File: src/rtl/wbu_pipe_pkg.sv
// rtl/wbu_pipe_pkg.sv - shared encodings for the writeback stage
package wbu_pipe_pkg;

  // result source select
  localparam logic [1:0] SRC_EXU  = 2'd0;
  localparam logic [1:0] SRC_LOAD = 2'd1;
  localparam logic [1:0] SRC_CSR  = 2'd2;
  localparam logic [1:0] SRC_PC4  = 2'd3;

  // load funct3 encodings
  localparam logic [2:0] LD_LB  = 3'b000;
  localparam logic [2:0] LD_LH  = 3'b001;
  localparam logic [2:0] LD_LW  = 3'b010;
  localparam logic [2:0] LD_LD  = 3'b011;
  localparam logic [2:0] LD_LBU = 3'b100;
  localparam logic [2:0] LD_LHU = 3'b101;
  localparam logic [2:0] LD_LWU = 3'b110;

  typedef enum logic {
    ST_IDLE,
    ST_WAIT_LD
  } wbu_state_e;

endpackage

File: src/rtl/wbu_pipe_ld_ext.sv
// rtl/wbu_pipe_ld_ext.sv - load lane select and sign/zero extension
module wbu_ld_ext
  import wbu_pipe_pkg::*;
#(
  parameter int XLEN = 32
) (
  input  logic [XLEN-1:0] rdata,
  input  logic [2:0]      size,
  input  logic [2:0]      off,
  output logic [XLEN-1:0] data,
  output logic            illegal
);

  logic [2:0]  boff;
  logic [5:0]  b_sh;
  logic [5:0]  h_sh;
  logic [5:0]  w_sh;
  logic [7:0]  b_val;
  logic [15:0] h_val;
  logic [31:0] w_val;

  // Pick the addressed lane, then extend according to funct3; a 32-bit
  // datapath ignores off[2] because the word is the whole bus.
  always_comb begin
    boff    = (XLEN == 64) ? off : {1'b0, off[1:0]};
    b_sh    = {boff, 3'b000};
    h_sh    = {boff[2:1], 4'b0000};
    w_sh    = {boff[2], 5'b00000};
    b_val   = 8'(rdata >> b_sh);
    h_val   = 16'(rdata >> h_sh);
    w_val   = 32'(rdata >> w_sh);
    data    = '0;
    illegal = 1'b0;
    case (size)
      LD_LB:  data = XLEN'($signed(b_val));
      LD_LH:  data = XLEN'($signed(h_val));
      LD_LW:  data = XLEN'($signed(w_val));
      LD_LD:  if (XLEN == 64) data = rdata; else illegal = 1'b1;
      LD_LBU: data = XLEN'(b_val);
      LD_LHU: data = XLEN'(h_val);
      LD_LWU: if (XLEN == 64) data = XLEN'(w_val); else illegal = 1'b1;
      default: illegal = 1'b1;
    endcase
  end

endmodule

File: src/rtl/wbu_pipe.sv
// rtl/wbu_pipe.sv - registered handshaked writeback stage
module wbu_pipe
  import wbu_pipe_pkg::*;
#(
  parameter int XLEN  = 32,
  parameter int RAW   = 5,
  parameter int CNT_W = 64
) (
  input  logic             clk,
  input  logic             rst_n,
  input  logic             in_valid,
  output logic             in_ready,
  input  logic [1:0]       in_src,
  input  logic [RAW-1:0]   in_rd,
  input  logic             in_wen,
  input  logic [XLEN-1:0]  in_pc,
  input  logic [XLEN-1:0]  in_exu_res,
  input  logic [XLEN-1:0]  in_csr_res,
  input  logic [2:0]       in_ld_size,
  input  logic [2:0]       in_ld_off,
  input  logic             lsu_rvalid,
  input  logic [XLEN-1:0]  lsu_rdata,
  output logic             rf_wen,
  output logic [RAW-1:0]   rf_waddr,
  output logic [XLEN-1:0]  rf_wdata,
  output logic             fwd_valid,
  output logic [RAW-1:0]   fwd_rd,
  output logic             retire_valid,
  output logic [XLEN-1:0]  retire_pc,
  output logic [CNT_W-1:0] retire_cnt,
  output logic             ld_err
);

  wbu_state_e state, state_nxt;

  logic [RAW-1:0]  ld_rd;
  logic            ld_wen;
  logic [XLEN-1:0] ld_pc;
  logic [2:0]      ld_size;
  logic [2:0]      ld_off;

  logic            capture_ld;
  logic            retire_now;
  logic            wb_wen;
  logic [RAW-1:0]  wb_rd;
  logic [XLEN-1:0] wb_pc;
  logic [XLEN-1:0] wb_data;
  logic            wb_err;
  logic [XLEN-1:0] ext_data;
  logic            ext_illegal;

  wbu_ld_ext #(.XLEN(XLEN)) u_ld_ext (
    .rdata   (lsu_rdata),
    .size    (ld_size),
    .off     (ld_off),
    .data    (ext_data),
    .illegal (ext_illegal)
  );

  // State register; an in-flight load is simply forgotten on reset.
  always_ff @(posedge clk or negedge rst_n) begin
    if (!rst_n) state <= ST_IDLE;
    else        state <= state_nxt;
  end

  // Next state, handshake and selection of what retires this cycle.
  always_comb begin
    state_nxt  = state;
    in_ready   = 1'b0;
    fwd_valid  = 1'b0;
    capture_ld = 1'b0;
    retire_now = 1'b0;
    wb_wen     = in_wen;
    wb_rd      = in_rd;
    wb_pc      = in_pc;
    wb_data    = in_exu_res;
    wb_err     = 1'b0;
    case (state)
      ST_IDLE: begin
        in_ready = 1'b1;
        if (in_valid) begin
          if (in_src == SRC_LOAD) begin
            capture_ld = 1'b1;
            state_nxt  = ST_WAIT_LD;
          end else begin
            retire_now = 1'b1;
            case (in_src)
              SRC_CSR: wb_data = in_csr_res;
              SRC_PC4: wb_data = in_pc + XLEN'(4);
              default: wb_data = in_exu_res;
            endcase
          end
        end
      end
      ST_WAIT_LD: begin
        fwd_valid = 1'b1;
        wb_wen    = ld_wen;
        wb_rd     = ld_rd;
        wb_pc     = ld_pc;
        wb_data   = ext_data;
        wb_err    = ext_illegal;
        if (lsu_rvalid) begin
          retire_now = 1'b1;
          state_nxt  = ST_IDLE;
        end
      end
      default: state_nxt = ST_IDLE;
    endcase
  end

  assign fwd_rd = fwd_valid ? ld_rd : '0;

  // Load context capture, registered writeback/retire outputs and counters.
  always_ff @(posedge clk or negedge rst_n) begin
    if (!rst_n) begin
      ld_rd        <= '0;
      ld_wen       <= 1'b0;
      ld_pc        <= '0;
      ld_size      <= '0;
      ld_off       <= '0;
      rf_wen       <= 1'b0;
      rf_waddr     <= '0;
      rf_wdata     <= '0;
      retire_valid <= 1'b0;
      retire_pc    <= '0;
      retire_cnt   <= '0;
      ld_err       <= 1'b0;
    end else begin
      rf_wen       <= 1'b0;
      retire_valid <= 1'b0;
      if (capture_ld) begin
        ld_rd   <= in_rd;
        ld_wen  <= in_wen;
        ld_pc   <= in_pc;
        ld_size <= in_ld_size;
        ld_off  <= in_ld_off;
      end
      if (retire_now) begin
        rf_wen       <= wb_wen && (wb_rd != '0);
        rf_waddr     <= wb_rd;
        rf_wdata     <= wb_data;
        retire_valid <= 1'b1;
        retire_pc    <= wb_pc;
        retire_cnt   <= retire_cnt + 1'b1;
        if (wb_err) ld_err <= 1'b1;
      end
    end
  end

endmodule
File: config.mk
export PLATFORM = sky130hd
export DESIGN_NAME = wbu_pipe
export DESIGN_NICKNAME = d
export VERILOG_FILES = /design/src/rtl/wbu_pipe_pkg.sv /design/src/rtl/wbu_pipe_ld_ext.sv /design/src/rtl/wbu_pipe.sv
export SDC_FILE = /design/constraint.sdc
export NUM_CORES = 1
export LEC_CHECK = 0
export ABC_CLOCK_PERIOD_IN_PS = 2400
export BUFFER_PORTS_ARGS = -buffer_cell sky130_fd_sc_hd__buf_4
export CAP_MARGIN = 5
export CORE_ASPECT_RATIO = 1.1
export CORE_MARGIN = 5
export CORE_UTILIZATION = 52
export DETAILED_ROUTE_END_ITERATION = 10
export PLACE_DENSITY = 0.8
export RECOVER_POWER = 50
export SLEW_MARGIN = 40
export SYNTH_ARGS = -nofsm -noshare
export SYNTH_HDL_FRONTEND = slang
export SYNTH_SLANG_ARGS = --single-unit
File: constraint.sdc
create_clock -name clk -period 2.4 [get_ports clk]
set_input_delay 0.24 -clock clk [delete_from_list [all_inputs] [get_ports clk]]
set_output_delay 0.24 -clock clk [all_outputs]
set_load 0.05 [all_outputs]
==> impl_metrics.env, run 1 <==
export IMPL_diodes=0
export IMPL_r2r_end="rf_wdata[20]"
export IMPL_syn_inst=982
export IMPL_dpl_cell_area_sq_mm=0.0122
export IMPL_p_per_area_mw_per_mm2=811
export IMPL_fin_setup_tns_ns=0
export IMPL_cp_arrival_ns=2.56
export IMPL_setup_violations=0
export IMPL_critPathMaxFanout=6
export IMPL_worstHoldPathType="in -> reg"
export IMPL_place_port_buffers=287
export IMPL_layout_drive_gt1_share_pct=28.1
export IMPL_yosys_register_bits=180
export IMPL_finalNetCount=1412
export IMPL_timing_final_hold_violations=0
export IMPL_numCtsBuffers=17
export IMPL_grt_ovfl_total=0
export IMPL_rrSetupSlack_ns=0.18
export IMPL_cp_start_kind="flop"
export IMPL_drt_iter0_markers=724
export IMPL_fmax_ghz=0.450
export IMPL_switching_share_pct=39.3
export IMPL_grt_max_degree=77
export IMPL_leakagePower_uw=0.00564
export IMPL_ant_nets=0
export IMPL_drv_slew=0
export IMPL_yosys_most_used_dff="dfrtp_1"
export IMPL_clk_pin_slew_ns=0.07
export IMPL_slew_limit_headroom_pct=24.3
export IMPL_core_sq_mm=0.0184
export IMPL_internal_power_uw=6200
export IMPL_wire_per_inst_microns=21.4
export IMPL_vias=9151
export IMPL_critical_path_class="reg -> reg"
export IMPL_synth_area_sq_mm=0.00972
export IMPL_clock_path_buffers=2
export IMPL_grt_pass1_vias=9138
export IMPL_finalCriticalPeriod_ns=2.22
export IMPL_grt_first_pass_wirelength_mm=50.3
export IMPL_routed_via_density=6.02
export IMPL_required_ns=2.73
export IMPL_reg2reg_from="ld_off[1]"
export IMPL_placementRows=52
export IMPL_hpwl_mm=24.7
export IMPL_synth_nets=1130
export IMPL_routabilityCongestion=0.930
export IMPL_peakVddDrop_v=0.000514
export IMPL_synthArstFlopShare_pct=100
export IMPL_die_x_microns=140
export IMPL_synth_area_per_cell_sq_um=9.90
export IMPL_max_cap_viol_count=0
export IMPL_grt_use_total_pct=29.7
export IMPL_final_cell_mix="buf_4 (246), dfrtp_1 (180), nand2_1 (105)"
export IMPL_syn_to_final_growth_pct=29.6
export IMPL_share_seq_of_total_power_pct=38.2
export IMPL_dieArea_sq_mm=0.0215
export IMPL_ios=289
export IMPL_finClkSkew_ns=0.0164
export IMPL_fp_dieH_microns=153
export IMPL_end_kind="flop"
export IMPL_clock_sinks=180
export IMPL_start_util_pct=52.8
export IMPL_fin_area_sq_mm=0.0126
export IMPL_drtPass1Iterations=7
export IMPL_status="completed"
export IMPL_fin_util_pct=68.4
export IMPL_routed_wirelength_mm=32.5
export IMPL_min_delay_start="in_ld_size[2]"
export IMPL_ff2ff_path_depth=5
export IMPL_synth_edf_count=0
export IMPL_whs_path_depth=3
export IMPL_worst_pin_slew_ns=1.14
export IMPL_htreeDepth=4
export IMPL_p_switching_uw=4020
export IMPL_rsz0062_at_grt="false"
export IMPL_timing_final_crit_share_pct=92.7
export IMPL_clock_power_share_pct=29.3
export IMPL_tritoncts="built"
export IMPL_drc=0
export IMPL_cts_root_buf="clkbuf_16"
export IMPL_insertion_delay_ns=0.44
export IMPL_seq_area_frac_synth_pct=46.3
export IMPL_antenna_found_initial=0
export IMPL_synth_cell_types=71
export IMPL_yosysWarningCount=0
export IMPL_final_common_cell="buf_4"
export IMPL_p_comb_share_pct=32.5
export IMPL_worstHoldEndpoint="ld_size[2]"
## synth_stat cells (all sizes together) (4+ instances only)
cell type / instances / area share [%]
dfrtp: 180 / 46
nand2: 105 / 4.1
o21ai: 61 / 3.1
nor2: 57 / 2.2
a21oi: 49 / 2.5
mux2: 49 / 5.7
nand3: 49 / 2.5
xnor2: 45 / 4.1
mux2i: 39 / 4.0
clkbuf: 36 / 1.4
xor2: 33 / 3.0
nor3: 28 / 1.5
nand4: 24 / 2.1
buf: 22 / 1.2
inv: 21 / 0.81
nor4: 20 / 2.1
and3: 18 / 1.2
a22oi: 11 / 0.85
and2: 11 / 0.71
a211oi: 9 / 0.70
a221oi: 9 / 0.81
o21a: 9 / 0.70
a222oi: 7 / 0.72
o221ai: 7 / 0.63
or4: 7 / 0.58
and4: 6 / 0.54
o211ai: 6 / 0.46
nand2b: 5 / 0.32
a21o: 4 / 0.31
nor2b: 4 / 0.26
o22ai: 4 / 0.26
o31a: 4 / 0.36
## kinds of logic after synthesis
| kind of cell | share of synthesized area (%) |
|---|---|
| adders and majority gates | 0.257 |
| and+or+nand+nor | 18.9 |
| muxes | 9.92 |
| DFF | 46.3 |
| xor gates and xnor gates | 7.11 |
| buffers and inverters | 3.39 |
| AOI/OAI and AO/OA | 14.1 |
## stage by stage
step           power (uW)  hold slack [ns]  worst slack [ns]  cells
2_1_floorplan        6110          -0.0556            0.0520    982
4_1_cts             10500          0.00958             0.163   1520
3_3_place_gp         7410            0.193             0.242   1486
3_5_place_dp         7480            0.196             0.212   1486
6_report            10200           0.0214             0.176   1520
5_1_grt             10600           0.0192            0.0184   1520
## worst max path at each step
stage,start,endpoint,slack (ns),cells after the start
after CTS,ld_off[1],rf_wdata[20],0.16,5
after floorplan,retire_cnt[25],retire_cnt[63],0.05,5
after global routing,retire_cnt[25],retire_cnt[57],0.02,6
final,ld_off[1],rf_wdata[20],0.18,5
after global placement,ld_off[1],rf_wdata[19],0.24,5
after detailed placement,retire_cnt[25],retire_cnt[44],0.21,6
## state kept, by name, indices dropped and copies added (netlist names)
signal,flops
rf_wen,1
ld_size,3
retire_cnt,64
ld_rd,5
ld_wen,1
ld_off,2
rf_wdata,32
rf_waddr,5
state,1
retire_pc,32
retire_valid,1
ld_pc,32
ld_err,1
## power by group through the flow
stage,sequential [uW],clock [uW],combinational (uW)
finish,3900,3000,3330
global placement,3930,0,3480
floorplan,5010,0,1110
detailed placement,3950,0,3530
global route,3960,3160,3520
CTS,3900,3020,3540
## critical path, cell delays in order (launching register included)
cell	delay (ns)
dfrtp_1	0.42
mux4_2	0.57
a32oi_2	0.40
nand2_1	0.25
a21o_1	0.24
a32o_1	0.24
## timing repair
item,4_1_cts,5_1_grt
hold endpoints to repair,43,0
gates resized for setup,0,0
endpoints found under the setup margin,0,0
setup buffers,0,0
hold buffers,2,0
## area by class of cell
cell class | instances | area, sq um
Clock inverter | 14 | 191
Timing Repair Buffer | 321 | 2180
Clock buffer | 18 | 429
Fill cell | 1518 | 5810
Tap cell | 243 | 304
Inverter | 21 | 78.8
Multi-Input combinational cell | 723 | 4910
Sequential cell | 180 | 4500
## routing by layer
| layer | track usage (%) | routed length, microns | part of all wire (%) |
|---|---|---|---|
| met5 | 0 | 0 | 0 |
| met4 | 10.3 | 952 | 2.9 |
| met3 | 8.47 | 3270 | 10 |
| met2 | 49.3 | 15900 | 49 |
| met1 | 37.3 | 12300 | 38 |
No activity file was read; power rests on OpenSTA's default activity.
==> inputs of run 2 (changes only) <==
--- a/config.mk
+++ b/config.mk
@@ -5,7 +5,7 @@
 export SDC_FILE = /design/constraint.sdc
 export NUM_CORES = 1
 export LEC_CHECK = 0
-export ABC_CLOCK_PERIOD_IN_PS = 2400
+export ABC_CLOCK_PERIOD_IN_PS = 2520
 export BUFFER_PORTS_ARGS = -buffer_cell sky130_fd_sc_hd__buf_4
 export CAP_MARGIN = 5
 export CORE_ASPECT_RATIO = 1.1
==> constraint.sdc (replaced) <==
create_clock -name clk -period 2.52 [get_ports clk]
set_input_delay 0.252 -clock clk [delete_from_list [all_inputs] [get_ports clk]]
set_output_delay 0.252 -clock clk [all_outputs]
set_load 0.05 [all_outputs]
==> run 2 against run 1 <==
Power shrank 7.6%. Sequential share of layout area grew 0.26 points. Hold slack improved by 0.014 ns. Die area is the same. Critical endpoint is now rf_wdata[23]. Cell count decreased by 0.26%. Flip-flop and latch count is the same. Design area shrank 0.68%. Routed wire length is 2.5% lower. Critical path depth did not move.
==> impl_metrics.env, run 2 (synthesis gave the netlist of run 1 again) <==
export IMPL_status="completed"
export IMPL_clock_path_buffers=2
export IMPL_largest_reg_flops=64
export IMPL_drt_iter0_markers=731
export IMPL_htreeDepth=4
export IMPL_grt_use_total_pct=28.9
export IMPL_routabilityCongestion=0.904
export IMPL_ios=289
export IMPL_syn_to_final_growth_pct=28.7
export IMPL_vias=9053
export IMPL_clk_pin_slew_ns=0.07
export IMPL_required_ns=2.89
export IMPL_routed_wirelength_mm=31.7
export IMPL_setup_violations=0
export IMPL_end_kind="flop"
export IMPL_peakVddDrop_v=0.000499
export IMPL_cp_start_kind="flop"
export IMPL_critPathMaxFanout=26
export IMPL_start_util_pct=52.8
export IMPL_nFillCells=1531
export IMPL_wire_per_inst_microns=20.9
export IMPL_finalCriticalPeriod_ns=2.25
export IMPL_antenna_found_initial=0
export IMPL_numCtsBuffers=17
export IMPL_worst_pin_slew_ns=1.36
export IMPL_rsz0062_at_grt="false"
export IMPL_internal_power_uw=5630
export IMPL_final_cell_mix="buf_4 (243), dfrtp_1 (179), nand2_1 (105)"
export IMPL_worstHoldPathType="in -> reg"
export IMPL_whs_ns=0.0355
export IMPL_finalNetCount=1408
export IMPL_grt_max_degree=82
export IMPL_finalPower_uw=9440
export IMPL_clock_power_share_pct=27.3
export IMPL_insertion_delay_ns=0.43
export IMPL_drv_slew=0
export IMPL_critical_path_class="reg -> reg"
export IMPL_routed_via_density=5.97
export IMPL_fin_util_pct=68.0
export IMPL_cp_arrival_ns=2.62
export IMPL_p_switching_uw=3820
export IMPL_whs_path_depth=3
export IMPL_timing_final_hold_violations=0
export IMPL_core_sq_mm=0.0184
export IMPL_leakagePower_uw=0.00560
export IMPL_placementRows=52
export IMPL_p_per_area_mw_per_mm2=755
export IMPL_die_x_microns=140
export IMPL_tritoncts="built"
export IMPL_grt_first_pass_wirelength_mm=49.1
export IMPL_timing_final_crit_share_pct=89.4
export IMPL_drtPass1Iterations=8
export IMPL_hpwl_mm=24.4
export IMPL_fin_setup_tns_ns=0
export IMPL_ant_nets=0
export IMPL_fmax_ghz=0.444
export IMPL_grt_pass1_vias=8949
export IMPL_ff2ff_path_depth=5
export IMPL_cts_root_buf="clkbuf_16"
export IMPL_p_comb_share_pct=33.4
export IMPL_drc=0
export IMPL_max_cap_viol_count=0
export IMPL_fp_dieH_microns=153
export IMPL_switching_share_pct=40.4
export IMPL_clock_sinks=180
export IMPL_final_common_cell="buf_4"
export IMPL_grt_ovfl_total=0
export IMPL_post_cts_setup_buffers=0
export IMPL_layout_drive_gt1_share_pct=28.1
export IMPL_diodes=0
export IMPL_dieArea_sq_mm=0.0215
export IMPL_finClkSkew_ns=0.0144
export IMPL_slew_limit_headroom_pct=9.41
export IMPL_regMostFlops="retire_cnt"
export IMPL_share_seq_of_total_power_pct=39.3
export IMPL_place_port_buffers=287
run 2: metrics by stage:
stage / setup WS (ns) / std cells / area, sq um
after floorplan: 0.172 / 982 / 9720
after global placement: 0.332 / 1483 / 12200
after detailed placement: 0.301 / 1483 / 12200
after CTS: 0.282 / 1516 / 12800
after global routing: 0.157 / 1516 / 12500
final: 0.268 / 1516 / 12500
run 2: final timing paths:
check	from	to	slack, ns
hold / removal	in_ld_size[2]	ld_size[2]	0.04
setup / recovery	state	rf_wdata[23]	0.27
min in group asynchronous	rst_n	retire_cnt[16]	0.68
setup reg to reg	state	rf_wdata[23]	0.27
hold reg to reg	retire_pc[27]	retire_pc[27]	0.48
max in group asynchronous	rst_n	ld_pc[31]	0.54
run 2: cell type report:
| type | count | area, sq um | share of cell area (%) |
|---|---|---|---|
| clock buffers | 18 | 429 | 3.43 |
| clock inverters | 14 | 135 | 1.08 |
| inverters | 21 | 78.8 | 0.630 |
| multi-input cells | 723 | 4910 | 39.2 |
| flip-flops and latches | 180 | 4510 | 36.0 |
| well taps | 243 | 304 | 2.43 |
| repair buffers | 317 | 2150 | 17.2 |
run 2: critical path: stages (launching register included):
cell      delay [ns]
dfrtp_2         0.37
clkbuf_2        0.62
nand2_1         0.44
a311o_1         0.49
o211ai_1        0.11
o32a_1          0.17
run 2: routing by layer:
layer	wire length (microns)	vias up	track usage [%]	part of all wire, %
met5	0	-	0	0
met4	1250	0	11.7	4.0
met3	2980	92	8.00	9.4
met2	15300	492	47.6	48
met1	12100	4326	36.1	38
li1	-	4143	-	-
run 2: power groups by stage:
stage                     Combinational [uW]  Sequential, uW  Clock [uW]
after detailed placement                3350            3750           0
final                                   3160            3710        2580
after floorplan                         1060            4770           0
after global placement                  3300            3740           0
after global routing                    3350            3770        2740
after CTS                               3350            3710        2620
run 2: what timing repair did:
item / in CTS / in global routing
hold buffers: 1 / 0
endpoints found under the hold margin: 49 / 0
gates resized for setup: 0 / 0
==> inputs of run 3 (changes only) <==
--- a/config.mk
+++ b/config.mk
@@ -12,7 +12,7 @@
 export CORE_MARGIN = 5
 export CORE_UTILIZATION = 52
 export DETAILED_ROUTE_END_ITERATION = 10
-export PLACE_DENSITY = 0.8
+export PLACE_DENSITY = 0.78
 export RECOVER_POWER = 50
 export SLEW_MARGIN = 40
 export SYNTH_ARGS = -nofsm -noshare
==> run 3 against run 2 <==
The run now ends with capacitance limit, slew limit left. Design area unchanged. Utilization unchanged. Clock power increased by 6%. Sequential share of layout area unchanged. Critical path depth up 1. Fmax shrank 2.4%. Cell count shrank 0.20%. Critical path type unchanged.
==> impl_metrics.env, run 3 (synthesis gave the netlist of run 1 again) <==
export IMPL_insertion_delay_ns=0.43
export IMPL_whs_ns=0.0333
export IMPL_max_cap_viol_count=1
export IMPL_wire_per_inst_microns=21.2
export IMPL_status="complete, but fails checks"
export IMPL_cp_start_kind="flop"
export IMPL_start_util_pct=52.8
export IMPL_share_seq_of_total_power_pct=38.6
export IMPL_min_delay_start="lsu_rvalid"
export IMPL_numCtsBuffers=17
export IMPL_finClkSkew_ns=0.0117
export IMPL_largest_reg_flops=64
export IMPL_grt_use_total_pct=29.4
export IMPL_antenna_found_initial=0
export IMPL_critical_path_class="reg -> reg"
export IMPL_hold_buffers=1
export IMPL_peakVddDrop_v=0.000544
export IMPL_clock_sinks=180
export IMPL_finalCriticalPeriod_ns=2.31
export IMPL_internal_power_uw=5800
export IMPL_fp_dieH_microns=153
export IMPL_worstSetupStartpoint="state"
export IMPL_drv_slew=62
export IMPL_drtPass1Iterations=5
export IMPL_p_switching_uw=3780
export IMPL_switching_share_pct=39.5
export IMPL_timing_final_crit_share_pct=91.6
export IMPL_timing_final_hold_violations=0
export IMPL_drt_iter0_markers=742
export IMPL_clock_power_share_pct=28.5
export IMPL_rsz0062_at_grt="false"
export IMPL_placementRows=52
export IMPL_finalNetCount=1405
export IMPL_ant_nets=0
export IMPL_dp_slack_ns=0.257
export IMPL_clk_pin_slew_ns=0.07
export IMPL_p_per_area_mw_per_mm2=766
export IMPL_routed_via_density=6.01
export IMPL_core_sq_mm=0.0184
export IMPL_reg2reg_from="state"
export IMPL_clock_path_buffers=2
export IMPL_hpwl_mm=24.6
export IMPL_worst_pin_slew_ns=1.57
export IMPL_slew_limit_headroom_pct=-4.75
export IMPL_final_cell_mix="buf_4 (237), dfrtp_1 (179), nand2_1 (105)"
export IMPL_end_kind="flop"
export IMPL_fmax_ghz=0.433
export IMPL_layout_drive_gt1_share_pct=27.7
export IMPL_routed_wirelength_mm=32.1
export IMPL_tritoncts="built"
export IMPL_grt_max_degree=66
export IMPL_leakagePower_uw=0.00559
export IMPL_regMostFlops="retire_cnt"
export IMPL_ios=289
export IMPL_cts_root_buf="clkbuf_16"
export IMPL_die_x_microns=140
export IMPL_fin_setup_tns_ns=0
export IMPL_cts_resized_gates=0
export IMPL_syn_to_final_growth_pct=28.7
export IMPL_fin_util_pct=68.0
export IMPL_critPathMaxFanout=36
export IMPL_worstHoldPathType="in -> reg"
export IMPL_p_comb_share_pct=32.8
export IMPL_dieArea_sq_mm=0.0215
export IMPL_required_ns=2.82
export IMPL_vias=9095
export IMPL_place_port_buffers=287
export IMPL_diodes=0
export IMPL_htreeDepth=4
export IMPL_final_setup_worst_slack_ns=0.212
export IMPL_grt_pass1_vias=9169
export IMPL_grt_ovfl_total=0
export IMPL_grt_first_pass_wirelength_mm=49.8
export IMPL_post_cts_setup_buffers=0
export IMPL_final_common_cell="buf_4"
export IMPL_setup_violations=0
export IMPL_violations="capacitance limit, slew limit"
export IMPL_cp_arrival_ns=2.60
export IMPL_routabilityCongestion=0.905
export IMPL_drc=0
## run 3: path summary, 6_finish.rpt
kind	end	slack, ns	depth (start not counted)
worst max register to register	rf_wen	0.21	6
worst min-delay path	state	0.03	2
worst max-delay path	rf_wen	0.21	6
worst min register to register	ld_err	0.47	1
min in group asynchronous	retire_cnt[19]	0.74	2
max in group asynchronous	state	0.50	3
## run 3: worst max-delay path: stages (launching register included)
cell,delay [ns]
dfrtp_2,0.38
buf_4,0.46
inv_1,0.31
buf_4,0.25
or4_1,0.52
o22ai_1,0.16
a211oi_1,0.09
## run 3: power groups by stage
stage,Clock [uW],Sequential [uW],Combinational [uW]
CTS,2750,3700,3350
floorplan,0,4770,1060
global route,2880,3760,3330
detailed placement,0,3750,3350
finish,2740,3700,3140
global placement,0,3740,3300
## run 3: area by class of cell
| cell class | instances | area, sq um |
|---|---|---|
| clock buffers | 18 | 429 |
| clock inverters | 14 | 166 |
| fillers | 1529 | 5900 |
| inverters | 21 | 78.8 |
| multi-input cells | 723 | 4910 |
| flip-flops and latches | 180 | 4510 |
| well taps | 243 | 304 |
| repair buffers | 314 | 2120 |
## run 3: layer usage
metal	vias to the layer above	part of all wire [%]	track usage, %
li1	4131	-	-
met1	4391	39	36.3
met2	496	48	48.3
met3	77	9.6	8.28
met4	0	4.1	12.6
met5	-	0	0
## run 3: metrics by stage
stage,cells,instance area [sq um],power [uW]
2_1_floorplan,982,9720,5820
3_3_place_gp,1480,12200,7040
3_5_place_dp,1480,12200,7090
4_1_cts,1513,12800,9810
5_1_grt,1513,12500,9970
6_report,1513,12500,9580
